--- src/rtl/div_pkg.sv ---
// Shared definitions for the iterative restoring divider: operand width,
// iteration count, result packing offsets, FSM state encoding and a small
// absolute-value helper.
package div_pkg;

  localparam int DIV_W     = 32;
  localparam int DIV_ITERS = 32;
  localparam int CNT_W     = $clog2(DIV_ITERS);
  localparam int RES_W     = 2 * DIV_W;

  // Result packing: {quotient, remainder}
  localparam int Q_LSB = DIV_W;
  localparam int R_LSB = 0;

  typedef enum logic [2:0] {
    IDLE,
    WAIT,
    PREP,
    ITER,
    FIX,
    DONE
  } state_t;

  // Magnitude of an operand; unsigned operands pass through untouched.
  // 0x80000000 in signed mode maps to 0x80000000, which is the correct
  // unsigned magnitude.
  function automatic logic [DIV_W-1:0] abs_val(input logic [DIV_W-1:0] x,
                                               input logic is_signed);
    return (is_signed && x[DIV_W-1]) ? -x : x;
  endfunction

endpackage

--- src/rtl/div_step.sv ---
// One combinational restoring-division step: shift the next dividend bit
// into the partial remainder, trial-subtract the divisor and keep the
// difference only if it did not go negative.
module div_step
  import div_pkg::*;
(
  input  logic [DIV_W:0]   rem,
  input  logic [DIV_W-1:0] divisor,
  input  logic             dvd_bit,
  output logic [DIV_W:0]   rem_next,
  output logic             q_bit
);

  logic [DIV_W+1:0] shifted;
  logic [DIV_W+1:0] diff;

  // Trial subtraction; the top bit of diff is the borrow.
  always_comb begin
    shifted  = {rem, dvd_bit};
    diff     = shifted - {2'b00, divisor};
    q_bit    = ~diff[DIV_W+1];
    rem_next = q_bit ? diff[DIV_W:0] : shifted[DIV_W:0];
  end

endmodule

--- src/rtl/div_iter_core.sv ---
// Iterative radix-2 restoring divider with independent dividend/divisor
// stream channels and a one-cycle 64-bit result strobe {quotient, remainder}.
// Optional feature macro: DIV_EARLY_OUT_EN (PREP skips the iterations when
// the divisor is zero or |dividend| < |divisor|).
//
// Handshake: a channel transfers on a rising edge where tvalid && tready.
// tready is high only while the FSM is in IDLE/WAIT and that channel's slot
// is empty; a full slot never re-accepts. The result channel has no ready:
// dout_tvalid pulses for exactly one cycle and dout_tdata holds until the
// next result is produced.
module div_iter_core
  import div_pkg::*;
(
  input  logic             div_clk,
  input  logic             div_resetn,
  input  logic             div_signed,
  input  logic [DIV_W-1:0] div_dividend_tdata,
  input  logic             div_dividend_tvalid,
  output logic             div_dividend_tready,
  input  logic [DIV_W-1:0] div_divisor_tdata,
  input  logic             div_divisor_tvalid,
  output logic             div_divisor_tready,
  output logic             div_dout_tvalid,
  output logic [RES_W-1:0] div_dout_tdata,
  output state_t           div_state
);

`ifdef DIV_EARLY_OUT_EN
  localparam bit EARLY_OUT = 1'b1;
`else
  localparam bit EARLY_OUT = 1'b0;
`endif

  localparam logic [CNT_W-1:0] LAST_STEP = CNT_W'(DIV_ITERS - 1);

  state_t             state;
  logic               started;
  logic               dvd_full;
  logic               dvs_full;
  logic [DIV_W-1:0]   dvd_r;
  logic [DIV_W-1:0]   dvs_r;
  logic               signed_r;
  logic               q_neg;
  logic               r_neg;
  logic [DIV_W-1:0]   dvs_abs;
  logic [DIV_W-1:0]   q_sh;
  logic [DIV_W:0]     rem;
  logic [CNT_W-1:0]   cnt;

  logic               dvd_fire;
  logic               dvs_fire;
  logic               dvd_full_n;
  logic               dvs_full_n;
  logic [DIV_W-1:0]   dvd_abs_c;
  logic [DIV_W-1:0]   dvs_abs_c;
  logic               early_hit;
  logic [DIV_W:0]     rem_next;
  logic               q_bit;
  logic [DIV_W-1:0]   q_fix;
  logic [DIV_W-1:0]   r_fix;
  logic [RES_W-1:0]   fix_res;

  // Slots accept only while collecting operands; started keeps tready low
  // until the first edge after reset release.
  assign div_dividend_tready = started && !dvd_full && (state == IDLE || state == WAIT);
  assign div_divisor_tready  = started && !dvs_full && (state == IDLE || state == WAIT);
  assign dvd_fire   = div_dividend_tvalid && div_dividend_tready;
  assign dvs_fire   = div_divisor_tvalid && div_divisor_tready;
  assign dvd_full_n = dvd_full || dvd_fire;
  assign dvs_full_n = dvs_full || dvs_fire;
  assign div_state  = state;

  // Operand magnitudes and the early-out condition, evaluated during PREP.
  always_comb begin
    dvd_abs_c = abs_val(dvd_r, signed_r);
    dvs_abs_c = abs_val(dvs_r, signed_r);
    early_hit = (dvs_r == '0) || (dvd_abs_c < dvs_abs_c);
  end

  div_step u_step (
    .rem      (rem),
    .divisor  (dvs_abs),
    .dvd_bit  (q_sh[DIV_W-1]),
    .rem_next (rem_next),
    .q_bit    (q_bit)
  );

  // Sign fix-up and result packing; a zero divisor bypasses the sign fix.
  always_comb begin
    q_fix = q_neg ? -q_sh : q_sh;
    r_fix = r_neg ? -rem[DIV_W-1:0] : rem[DIV_W-1:0];
    if (dvs_r == '0) begin
      q_fix = '1;
      r_fix = dvd_r;
    end
    fix_res = '0;
    fix_res[Q_LSB +: DIV_W] = q_fix;
    fix_res[R_LSB +: DIV_W] = r_fix;
  end

  // Control FSM and datapath registers.
  always_ff @(posedge div_clk or negedge div_resetn) begin
    if (!div_resetn) begin
      state           <= IDLE;
      started         <= 1'b0;
      dvd_full        <= 1'b0;
      dvs_full        <= 1'b0;
      dvd_r           <= '0;
      dvs_r           <= '0;
      signed_r        <= 1'b0;
      q_neg           <= 1'b0;
      r_neg           <= 1'b0;
      dvs_abs         <= '0;
      q_sh            <= '0;
      rem             <= '0;
      cnt             <= '0;
      div_dout_tvalid <= 1'b0;
      div_dout_tdata  <= '0;
    end else begin
      started         <= 1'b1;
      div_dout_tvalid <= 1'b0;
      case (state)
        IDLE, WAIT: begin
          if (dvd_fire) begin
            dvd_r    <= div_dividend_tdata;
            signed_r <= div_signed;
          end
          if (dvs_fire) begin
            dvs_r <= div_divisor_tdata;
          end
          dvd_full <= dvd_full_n;
          dvs_full <= dvs_full_n;
          if (dvd_full_n && dvs_full_n) begin
            state <= PREP;
          end else if (dvd_full_n || dvs_full_n) begin
            state <= WAIT;
          end else begin
            state <= IDLE;
          end
        end
        PREP: begin
          dvd_full <= 1'b0;
          dvs_full <= 1'b0;
          q_neg    <= signed_r && (dvd_r[DIV_W-1] ^ dvs_r[DIV_W-1]);
          r_neg    <= signed_r && dvd_r[DIV_W-1];
          dvs_abs  <= dvs_abs_c;
          cnt      <= '0;
          if (EARLY_OUT && early_hit) begin
            q_sh  <= '0;
            rem   <= {1'b0, dvd_abs_c};
            state <= FIX;
          end else begin
            q_sh  <= dvd_abs_c;
            rem   <= '0;
            state <= ITER;
          end
        end
        ITER: begin
          // Dividend bits shift out of the top of q_sh as quotient bits
          // shift in at the bottom.
          q_sh <= {q_sh[DIV_W-2:0], q_bit};
          rem  <= rem_next;
          cnt  <= cnt + CNT_W'(1);
          if (cnt == LAST_STEP) begin
            state <= FIX;
          end
        end
        FIX: begin
          div_dout_tdata <= fix_res;
          state          <= DONE;
        end
        DONE: begin
          div_dout_tvalid <= 1'b1;
          state           <= IDLE;
        end
        default: begin
          state <= IDLE;
        end
      endcase
    end
  end

endmodule

--- config.mk ---
export PLATFORM = sky130hd
export DESIGN_NAME = div_iter_core
export DESIGN_NICKNAME = d
export VERILOG_FILES = /design/src/rtl/div_pkg.sv /design/src/rtl/div_step.sv /design/src/rtl/div_iter_core.sv
export SDC_FILE = /design/constraint.sdc
export NUM_CORES = 1
export LEC_CHECK = 0
export BUFFER_PORTS_ARGS = -buffer_cell sky130_fd_sc_hd__buf_2
export CELL_PAD_IN_SITES_DETAIL_PLACEMENT = 1
export CELL_PAD_IN_SITES_GLOBAL_PLACEMENT = 2
export CORE_MARGIN = 3
export CORE_UTILIZATION = 34
export CTS_CLUSTER_SIZE = 40
export DETAILED_ROUTE_END_ITERATION = 10
export GPL_ROUTABILITY_DRIVEN = 0
export PLACE_DENSITY_LB_ADDON = 0.1
export SYNTH_ARGS = -nofsm -noshare
export SYNTH_HDL_FRONTEND = slang
export SYNTH_SLANG_ARGS = --single-unit
--- constraint.sdc ---
create_clock -name div_clk -period 3 [get_ports div_clk]
set_clock_uncertainty 0.1 [all_clocks]
set_input_delay 0.15 -clock div_clk [delete_from_list [all_inputs] [get_ports div_clk]]
set_output_delay 0.15 -clock div_clk [all_outputs]
set_load 0.05 [all_outputs]
**Word-level counts from Yosys, hierarchy flattened**

Cells that the tools add are included.

- Multiplexer cells: 17
- Eq/ne operators: 7
- Bitwise gates (word level): 2
- Add/sub/neg operators: 6
- Reductions and logical operators: 23

Operators with widths:

| operator | number |
|---|---|
| 2-to-1 mux 32 bit | 6 |
| negation 32 bit | 4 |
| one-hot mux 33 bit (2 select lines) | 1 |
| one-hot mux 32 bit (2 select lines) | 1 |
| subtractor 34 x 32 -> 34 bit | 1 |
| 2-to-1 mux 33 bit | 1 |
| zero test 32 bit | 1 |
| one-hot mux 3 bit (4 select lines) | 1 |
| logical AND 1 bit | 10 |
| one-hot mux 5 bit (2 select lines) | 1 |
| == test 3 x 2 -> 1 bit, second input constant | 2 |
| == test 3 bit, second input constant | 2 |
| adder 5 x 1 -> 5 bit, second input constant | 1 |
| == test 5 bit, second input constant | 1 |
| logical OR 1 bit | 4 |
| one-hot mux 1 bit (2 select lines) | 2 |
| AND reduction 2 bit | 2 |
| nonzero test 2 bit | 2 |
| == test 3 x 1 -> 1 bit, second input constant | 1 |
| zero test 3 bit | 1 |
| 2-to-1 mux 3 bit | 1 |
| zero test 1 bit | 2 |
| 2-to-1 mux 1 bit | 2 |
| 2-to-1 mux 2 bit | 1 |
| 4 further kinds | 4 |

- Register bits after elaboration: 240
- Bits of input ports: 69

**Longest topological paths before layout**

Gate-level depths: netlist of run 1.

- Depth in word-level cells: 9
- Depth in mapped cells: 14
- Gate-level depth less buffers: 12

**Cells and area by module**

A second synthesis of run 1 with hierarchy kept.

- Cell total of the unflattened synthesis: 1578
- Area, all modules: 14307.5 sq um

Modules (own cells, without submodules):

| module | area each (sq um) | cells an instance | times used |
|---|---|---|---|
| div_iter_core | 12094.1 | 1272 | 1 |
| div_step | 2213.4 | 306 | 1 |

**Least setup slack after synthesis of run 1**

No wires, ideal clock.

- Kind: reg-to-reg
- Start point: register rem[11]
- End point: register rem[9]
- Library setup time: 126 ps
- Clock period less this slack: 3258 ps
- Slack: -258 ps
- Buffers on the path: 3
- Data arrival time: 3032 ps
- Cell stages (with the launch flop): 13
- Cell sequence: dfrtp_1 ha_1 a21oi_1 o21ai_1 a221oi_2 a21oi_1 o211a_1 or3_1 buf_2 and2_1 buf_2 buf_2 a221o_1

- Word-level cells in the longest chain between the ends: 3

RTL lines:

| what | line | RTL |
|---|---|---|
| start, declared | div_iter_core.sv:47 | `logic [DIV_W:0] rem;` |
| start signal, assigned | div_iter_core.sv:150 | `rem <= {1'b0, dvd_abs_c};` |
| start signal, assigned | div_iter_core.sv:162 | `rem <= rem_next;` |
| subtractor 34 x 32 -> 34 bit | div_step.sv:20 | `diff = shifted - {2'b00, divisor};` |
| 2-to-1 mux 33 bit | div_step.sv:22 | `rem_next = q_bit ? diff[DIV_W:0] : shifted[DIV_W:0];` |
| one-hot mux 33 bit (2 select lines) | div_iter_core.sv:122 | `case (state)` |

Every way passes these cells.
A chain may end at the register's enable or synchronous reset.

**Worst setup path in the final report of run 1**

- Start point: register dvs_abs[1]
- End point: register rem[23]

- Word-level cells in the longest chain between the ends: 3

RTL lines:

| what | line | RTL |
|---|---|---|
| start, declared | div_iter_core.sv:45 | `logic [DIV_W-1:0] dvs_abs;` |
| start signal, assigned | div_iter_core.sv:146 | `dvs_abs <= dvs_abs_c;` |
| subtractor 34 x 32 -> 34 bit | div_step.sv:20 |  |
| 2-to-1 mux 33 bit | div_step.sv:22 |  |
| one-hot mux 33 bit (2 select lines) | div_iter_core.sv:122 |  |

Every way passes these cells.

==> metrics, run 1 <==
area delta synth->final=34.8%; violated checks=negative setup slack; endpoints failing hold=0; row count=74; Synth Cell Area=14,300 um2; CP max-delay cell=dfrtp_1; mux cell area share after synthesis=5.54%; vias in the first global route=roughly 14k; Leakage=roughly 8.6 nW; Largest stage delay, worst path=roughly 0.36 ns; Global Route met1 Usage=~30%; Num CTS Buffers=29; final net count=roughly 2k; yosys warns=0; # DRC=0; most common cell after layout, fill and taps aside=dfrtp_1; largest family of logic cells by synthesized area=compound AO/OA/AOI/OAI gates; most frequent cells in the layout=dfrtp_1, nand2_1, buf_4, o21ai_0, buf_2; net switching fraction of the power=between 40% and 50%; io pins=139; kind of critical path=reg -> reg; ys flop type=dfrtp_1; initial detailed-routing violation count=roughly 720; Die Span X=about 210 um; grt ovf=0; H-tree Lvls=1; CP arrival=~3.4 ns; met3 usage=under 10%; Tightest Pin Transition=around 0.85 ns; Comb power frac=between 60 and 70%; via/cell ratio=5.30; CTS tree=done; layout cells sized above 1=about 28%; Final ANT Viol Nets=0; Inst Count DP=around 2.4k; post-DP HPWL=about 38 mm; GR Util met2=around 40%; # port buffers=between 100 and 150; PnR worst setup slack=-0.0286 ns; core area=about 40,000 um2; Peak VDD IR=748 uV; WL per Instance=21.0 um; Synth Area per Inst=roughly 9 um2; worst-path fanout max=8; initial core utilization=34.7%; root buffer cell=clkbuf_16; EDFF count, synth=0; Async SR Flop Fraction=100%; simple-gate portion of the synthesized area=16.7%; CP top delay family=compound AO/OA/AOI/OAI gates; CP most frequent cell=buf_6; CTS max path bufs=3; non-filler cells, final=about 2.5k; first-pass GRT wire length=about 80 mm; PwrDens=roughly 1300 nW/um2; Skew-Pair Late Insertion Delay=roughly 0.58 ns; Die ar.=44,500 um2; fmax=around 330 MHz; HP Class=in -> async; top-area cell type share of the netlist area=42.0%; endpoint class of the critical path=register; final setup vio count=5; Final Util=a little under half; period utilization=101%; Synth area leader=dfrtp_1; Startpoint Class=register; Total GRT Usage=a little under a quarter; xor-xnor portion of the synthesized cell area=8.39%; clk sinks=240; First-pass DRT Iterations=5; cells after synthesis=between 1.5k and 2k; Synth Register Bits=240; syn nets=about 1.7k; cells along the critical path=inv_2, ha_1, nor2b_1, o31a_1, o2111ai_4, a21oi_2, o211a_1, buf_6, o21ai_4, buf_6, buf_8, a211oi_2, a221o_1; Worst Path Buf+Inv=4; maxcap violations=0; slew margin rel.=roughly 43%; status=complete, but fails checks; pin count of the biggest net entering global routing=85; unrepaired setup endpoints after global routing=yes; register area share after synthesis=42.0%; GR peak layer=met2; Die Height=~210 um; top post-synthesis cells by area=dfrtp_1, o21ai_0, nand2_1; Synth cell types=between 60 and 70; internal power=roughly 14 mW; total wire length=between 50 and 60 mm; Flop pwr share=around a quarter; share of total power in the clock network=roughly 16%; Design Power=between 20 and 25 mW; final count of pins violating max slew=0; Post-Synth Adder-Cell Area=approximately 3.6%; initial antenna violation count=0; P_sw=between 10 and 15 mW; Period minus WS final=between 3 and 4 ns; Reg clk slew, reported paths=0.07 ns; CP required=between 3 and 4 ns; vias=around 13k; Synth Area in Compound Gates=approximately a fifth
-- layer usage --
layer | vias up | share of wire (%)
met2 | 179 | 50
li1 | 6396 | -
met5 | - | 0
met4 | 0 | 2.6
met1 | 6644 | 45
met3 | 64 | 2.5
-- worst register-to-register path, cell delays in order (launching register included) --
cell and delay [ns]:
dfrtp_1 0.36, inv_2 0.07, ha_1 0.31, nor2b_1 0.15
o31a_1 0.29, o2111ai_4 0.22, a21oi_2 0.10, o211a_1 0.24
buf_6 0.13, o21ai_4 0.28, buf_6 0.15, buf_8 0.13
a211oi_2 0.07, a221o_1 0.29
-- layout make-up --
class / instances / area [um2]
fill: 4753 / 21900
multi-input combinational: 1230 / 8330
sequential: 240 / 6010
timing repair buffer: 394 / 3000
clock buffer: 40 / 837
tap: 532 / 666
clock inverter: 14 / 211
inverter: 55 / 206
antenna: 1 / 2.50
-- state kept, by name (all words and copies together), names as in the netlist, 3 cells and up --
register,flops
div_state,3
dvs_r,32
q_sh,32
dvd_r,32
div_dout_tdata,64
cnt,5
rem,33
dvs_abs,32
-- kinds of logic (layout without fill, tap and decap cells) --
kind of cell               after synthesis  after routing
buffers and inverters                  150            503
muxes                                   71             71
adders and majority gates               40             40
xor gates and xnor gates               137            137
other                                    1              2
DFF                                    240            240
AOI/OAI and AO/OA                      456            456
and+or+nand+nor                        523            525
-- Yosys cell counts (3+ instances only) --
cell type  count
a211oi_1       5
a21o_1         6
a21oi_1      114
a221o_1       13
a31oi_1       33
and2_1        12
and3_1        11
buf_1         10
buf_2         11
clkbuf_1      73
dfrtp_1      240
ha_1          39
inv_1         55
mux2_2        65
mux2i_1        6
nand2_1      223
nand2b_1      11
nand3_1       24
nand3b_1       3
nand4_1       22
nor2_1       133
nor2b_1        6
nor3_1        22
nor4_1        10
o2111ai_1      4
o211ai_1      20
o21a_1         6
o21ai_0      176
o21bai_1       3
o22a_1         8
o311ai_0       4
o31a_1         3
o31ai_1       24
o41ai_1       15
or2_2          7
or3_1         14
or4_1         13
xnor2_1       60
xor2_1        77
-- power groups by stage --
stage	clock, mW	sequential, mW	combinational [mW]
after floorplan	0	5.60	8.60
after global placement	0	5.85	13.2
after detailed placement	0	5.89	13.5
after CTS	3.98	5.85	13.9
after global routing	4.12	6.07	16.7
final	3.89	5.91	15.1
-- through the flow --
stage                     hold slack (ns)  TNS [ns]  area (um2)  worst slack [ns]
final                              0.0757   -0.0628       19300           -0.0286
after global routing                0.131     -2.80       19300            -0.135
after detailed placement            0.103     -2.78       16700            -0.217
after CTS                          0.0886   -0.0480       18600           -0.0273
after floorplan                    -0.246    -0.103       14400           -0.0172
after global placement              0.105     -1.74       16700            -0.154
-- path summary, 6_finish.rpt --
path / start / slack (ns) / cells past startpoint / endpoint
max in group asynchronous: div_resetn / 1.72 / 3 / dvs_r[0]
max: dvs_abs[1] / -0.03 / 13 / rem[23]
min reg2reg: div_dout_tdata[8] / 0.37 / 2 / div_dout_tdata[8]
max reg2reg: dvs_abs[1] / -0.03 / 13 / rem[23]
min in group div_clk: div_divisor_tdata[15] / 0.24 / 3 / dvs_r[15]
min: div_resetn / 0.08 / 2 / div_dout_tdata[10]
-- what timing repair did --
action / 4_1_cts / 5_1_grt
resized for setup: 28 / 111
hold endpoints to repair: 147 / 0
endpoints found under the setup margin: 60 / 92
buffers inserted: 3 / 14
cloned: 1 / 4
hold buffers: 68 / 0
pin swaps: 10 / 27
No activity file was read; power rests on OpenSTA's default activity.
==> run 2: changes to the inputs <==
--- a/config.mk
+++ b/config.mk
@@ -13,6 +13,7 @@
 export CTS_CLUSTER_SIZE = 40
 export DETAILED_ROUTE_END_ITERATION = 10
 export GPL_ROUTABILITY_DRIVEN = 0
+export GPL_TIMING_DRIVEN = 0
 export PLACE_DENSITY_LB_ADDON = 0.1
 export SYNTH_ARGS = -nofsm -noshare
 export SYNTH_HDL_FRONTEND = slang
==> metrics, run 2 (synthesis gave the netlist of run 1 again) <==
first-pass GRT wire length=~85 mm; CP arrival=about 3.5 ns; initial core utilization=34.7%; placed cell area=between 15,000 and 20,000 um2; non-filler cells, final=2,470; share of total power in the clock network=16.6%; Period minus WS final=between 3 and 4 ns; row count=74; layout cells sized above 1=a little over a quarter; WL per Instance=approximately 22 um; setup TNS=-3.06 ns; clk sinks=240; endpoint class of the critical path=register; initial detailed-routing violation count=approximately 670; internal power=13.4 mW; post-DP HPWL=40.8 mm; path depth of the worst reg2reg path=12; pre-CTS WS=-0.956 ns; Num CTS Buffers=30; root buffer cell=clkbuf_16; Largest register FFs=64; Tightest Pin Transition=between 0.7 and 0.8 ns; Final Util=around 46%; io pins=between 100 and 150; Startpoint Class=register; vias=~13k; H-tree Lvls=1; status=complete, but fails checks; grt ovf=0; Leakage=between 8 and 9 nW; First-pass DRT Iterations=5; Die Span X=around 210 um; initial antenna violation count=0; slew margin rel.=around half; Skew-Pair Late Insertion Delay=0.58 ns; Reg clk slew, reported paths=~0.06 ns; via/cell ratio=5.40; hold path depth=3; Flop pwr share=25.5%; most common cell after layout, fill and taps aside=nand2_1; worst-path fanout max=6; core area=~41,000 um2; Design Power=around 25 mW; final count of pins violating max slew=0; maxcap violations=0; vias in the first global route=14.0k; fill count=4,759; PwrDens=roughly 1300 nW/um2; most frequent cells in the layout=nand2_1, dfrtp_1, buf_2, o21ai_0, nor2_1; CTS max path bufs=3; period utilization=105%; biggest regs=div_dout_tdata x64, rem x33; pin count of the biggest net entering global routing=111; endpoints failing hold=0; Biggest register=div_dout_tdata; fmax=about 320 MHz; kind of critical path=reg -> reg; CTS tree=done; # port buffers=138; final setup vio count=40; hold_ws=0.0706 ns; Inst Count DP=approximately 2.3k; fin area=about 19,000 um2; unrepaired setup endpoints after global routing=yes; HP Class=in -> reg; total wire length=55.3 mm; # DRC=0; setup slack, reg-to-reg=-0.14 ns; violated checks=negative setup slack; area delta synth->final=32.8%; register area=6040 um2; Die Height=about 210 um; Comb power frac=57.9%; PnR worst setup slack=-0.145 ns; Peak VDD IR=587 uV; net switching fraction of the power=around 46%; Die ar.=about 45,000 um2; CP required=between 3 and 4 ns; final net count=2,024; Final ANT Viol Nets=0; Total GRT Usage=24.5%; P_sw=approximately 12 mW; Multi-input gate area=between 8000 and 9000 um2; Ant. Diodes=0
==> run 2: cell types whose count changed in the layout (fill, tap and decap cells not counted), moves of 7 or more <==
cell / before / now
dfrtp_2: 4 / 25
buf_1: 0 / 8
dfrtp_1: 236 / 215
ha_1: 25 / 17
buf_4: 162 / 52
o21ai_0: 159 / 139
buf_2: 137 / 144
o21ai_2: 3 / 13
o21ai_1: 13 / 24
clkbuf_1: 4 / 56
==> run 2: worst max-delay path, stage by stage (launching register included) <==
cell,delay [ns]
dfrtp_2,0.40
buf_4,0.16
ha_4,0.24
a21oi_4,0.17
o21ai_4,0.09
a221oi_2,0.23
buf_4,0.17
a21oi_4,0.08
o211a_4,0.27
or3_4,0.40
and2_4,0.25
buf_6,0.14
a221o_1,0.30
==> run 2: cell type report <==
class,count,share of cell area (%)
multi-input combinational,1229,44.7
sequential,240,31.8
timing repair buffer,272,10.7
clock buffer,37,4.47
tap,532,3.51
buffer,87,2.32
clock inverter,18,1.46
inverter,55,1.10
==> run 2: path summary, 6_finish.rpt <==
path / from / endpoint
max in group asynchronous: div_resetn / dvs_abs[19]
hold / removal: div_divisor_tvalid / dvs_r[0]
hold reg to reg: dvs_abs[25] / dvs_abs[25]
setup reg to reg: rem[7] / rem[5]
min in group asynchronous: div_resetn / div_dout_tdata[24]
setup / recovery: rem[7] / rem[5]
==> run 2: timing repair <==
action,in CTS,in global routing
pin swaps,47,50
hold endpoints to repair,305,0
cloned,3,0
buffers inserted,35,29
endpoints found under the setup margin,106,115
resized for setup,143,116
hold buffers,67,0
==> run 2: power groups by stage <==
stage / Combinational (mW) / Clock [mW] / Sequential, mW
6_report: 14.4 / 4.14 / 6.36
3_5_place_dp: 11.8 / 0 / 6.36
2_1_floorplan: 8.60 / 0 / 5.60
5_1_grt: 15.9 / 4.34 / 6.52
4_1_cts: 13.5 / 4.22 / 6.33
3_3_place_gp: 11.6 / 0 / 6.33
==> run 2: routing by layer <==
layer / track usage, % / wire, um / vias up
li1: - / - / 6333
met1: 31.3 / 23900 / 6737
met2: 43.8 / 28100 / 204
met3: 2.94 / 1610 / 75
met4: 6.79 / 1750 / 0
met5: 0 / 0 / -
==> run 3: changes to the inputs <==
--- a/config.mk
+++ b/config.mk
@@ -15,6 +15,7 @@
 export GPL_ROUTABILITY_DRIVEN = 0
 export GPL_TIMING_DRIVEN = 0
 export PLACE_DENSITY_LB_ADDON = 0.1
+export SETUP_SLACK_MARGIN = 0.05
 export SYNTH_ARGS = -nofsm -noshare
 export SYNTH_HDL_FRONTEND = slang
 export SYNTH_SLANG_ARGS = --single-unit
==> metrics, run 3 (synthesis gave the netlist of run 1 again) <==
status=complete, but fails checks; violated checks=negative setup slack; Worst Path Buf+Inv=4; Leakage=between 8 and 9 nW; final net count=slightly above 2k; Final ANT Viol Nets=0; PwrDens=~1300 nW/um2; CTS tree=done; first-pass GRT wire length=84.9 mm; Reg clk slew, reported paths=0.06 ns; Die Height=around 210 um; CP most frequent cell=buf_6; initial antenna violation count=0; Period minus WS final=3.10 ns; CP max-delay cell=dfrtp_1; worst-path fanout max=6; clk sinks=between 200 and 250; Ant. Diodes=0; PnR worst setup slack=-0.0955 ns; Skew-Pair Late Insertion Delay=roughly 0.58 ns; CP arrival=roughly 3.4 ns; Total GRT Usage=24.6%; worst setup path start=dvs_abs[1]; area delta synth->final=33.9%; maxcap violations=0; vias=about 13k; post-DP HPWL=slightly above 40 mm; fin area=between 15,000 and 20,000 um2; via/cell ratio=between 5 and 6; fmax=around 320 MHz; row count=74; endpoint class of the critical path=register; initial detailed-routing violation count=615; final setup vio count=40; setup TNS=-2.03 ns; period utilization=103%; Tightest Pin Transition=0.751 ns; endpoints failing hold=0; H-tree Lvls=1; Largest stage delay, worst path=around 0.39 ns; CP top delay family=compound AO/OA/AOI/OAI gates; Die Span X=approximately 210 um; # DRC=0; placed cell area=15,800 um2; unrepaired setup endpoints after global routing=yes; root buffer cell=clkbuf_16; most common cell after layout, fill and taps aside=dfrtp_1; pin count of the biggest net entering global routing=100; Startpoint Class=register; total wire length=about 56 mm; WL per Instance=between 20 and 25 um; Biggest register=div_dout_tdata; final count of pins violating max slew=0; Die ar.=around 45,000 um2; Num CTS Buffers=30; HP Class=in -> async; CTS max path bufs=3; grt ovf=0; Crit Reg-Reg Startpoint=dvs_abs[1]; slew margin rel.=approximately 50%; initial core utilization=a little over a third; biggest regs=div_dout_tdata x64, rem x33; vias in the first global route=around 14k; io pins=139; Peak VDD IR=546 uV; CP required=~3.3 ns; kind of critical path=reg -> reg; # port buffers=138; First-pass DRT Iterations=5; most frequent cells in the layout=dfrtp_1, nand2_1, buf_2, nor2_1, o21ai_0; layout cells sized above 1=about 27%; core area=between 40,000 and 50,000 um2; Largest register FFs=64; cells along the critical path=inv_2, ha_4, nor2b_4, o31a_1, o2111ai_4, a21oi_4, o211a_4, buf_6, o21ai_4, and2_4, buf_6, buf_8, o211ai_1
[run 3: cell types whose count changed in the layout (fill, tap and decap cells not counted), moves of 4 or more]
| cell | before | now |
|---|---|---|
| nand2_1 | 218 | 210 |
| bufinv_16 | 7 | 2 |
| o21ai_0 | 139 | 121 |
| buf_4 | 52 | 58 |
| clkbuf_1 | 56 | 62 |
| nand2_2 | 3 | 10 |
| clkbuf_16 | 31 | 37 |
| o21ai_1 | 24 | 36 |
| o21ai_4 | 2 | 6 |
| clkinv_2 | 7 | 1 |
[run 3: metal layers]
metal	vias up	share of wire [%]	routed length (um)	track usage, %
li1	6349	-	-	-
met1	6823	44	24400	32.0
met2	237	50	28000	43.2
met3	78	3.0	1690	2.36
met4	0	3.3	1830	7.83
met5	-	0	0	0
[run 3: cell type report]
type                            instances  area [um2]
Sequential cell                       240        6030
Clock inverter                          7        98.8
Multi-Input combinational cell       1229        8580
Tap cell                              532         666
Timing Repair Buffer                  280        2130
Clock buffer                           46         902
Inverter                               55         210
Fill cell                            4692       22100
Buffer                                 90         520
[run 3: power by group]
group | internal (mW) | leakage [nW] | switching, mW
logic | 6.25 | 4.75 | 8.19
registers | 4.48 | 3.04 | 1.85
clock network | 2.23 | 0.487 | 1.50
[run 3: worst paths after layout]
check                      slack, ns  cells past startpoint            endpoint
min reg2reg                     0.38                      2         dvs_abs[19]
min                             0.02                      2   div_dout_tdata[6]
max reg2reg                     -0.1                     13             rem[17]
max                             -0.1                     13             rem[17]
max in group asynchronous       1.43                      4  div_dout_tdata[59]
min in group div_clk            0.08                      3           dvs_r[31]
[run 3: per-stage QoR]
stage | util [%] | power, mW | std cells | setup WS [ns] | hold slack (ns)
2_1_floorplan | - | 14.2 | 1618 | -0.0172 | -0.246
3_3_place_gp | 38.2 | 17.9 | 2288 | -3.32 | 0.282
3_5_place_dp | 38.4 | 18.2 | 2290 | -0.957 | 0.0356
4_1_cts | 44.9 | 23.6 | 2460 | -0.216 | 0.0274
5_1_grt | 46.5 | 26.3 | 2479 | -0.204 | 0.0602
6_report | 46.5 | 24.5 | 2479 | -0.0955 | 0.0171
[run 3: timing repair]
action / in CTS / in global routing
hold buffers: 66 / 0
resized for setup: 164 / 147
pin swaps: 59 / 50
setup endpoints to repair: 111 / 111
buffers inserted: 50 / 19
gates cloned: 3 / 4
hold endpoints to repair: 206 / 0
[run 3: worst register-to-register path, stage by stage, from the launching register on]
cell and delay, ns:
dfrtp_1 0.39, inv_2 0.14, ha_4 0.22, nor2b_4 0.12, o31a_1 0.30, o2111ai_4 0.27, a21oi_4 0.12, o211a_4 0.28
buf_6 0.12, o21ai_4 0.26, and2_4 0.27, buf_6 0.15, buf_8 0.12, o211ai_1 0.10
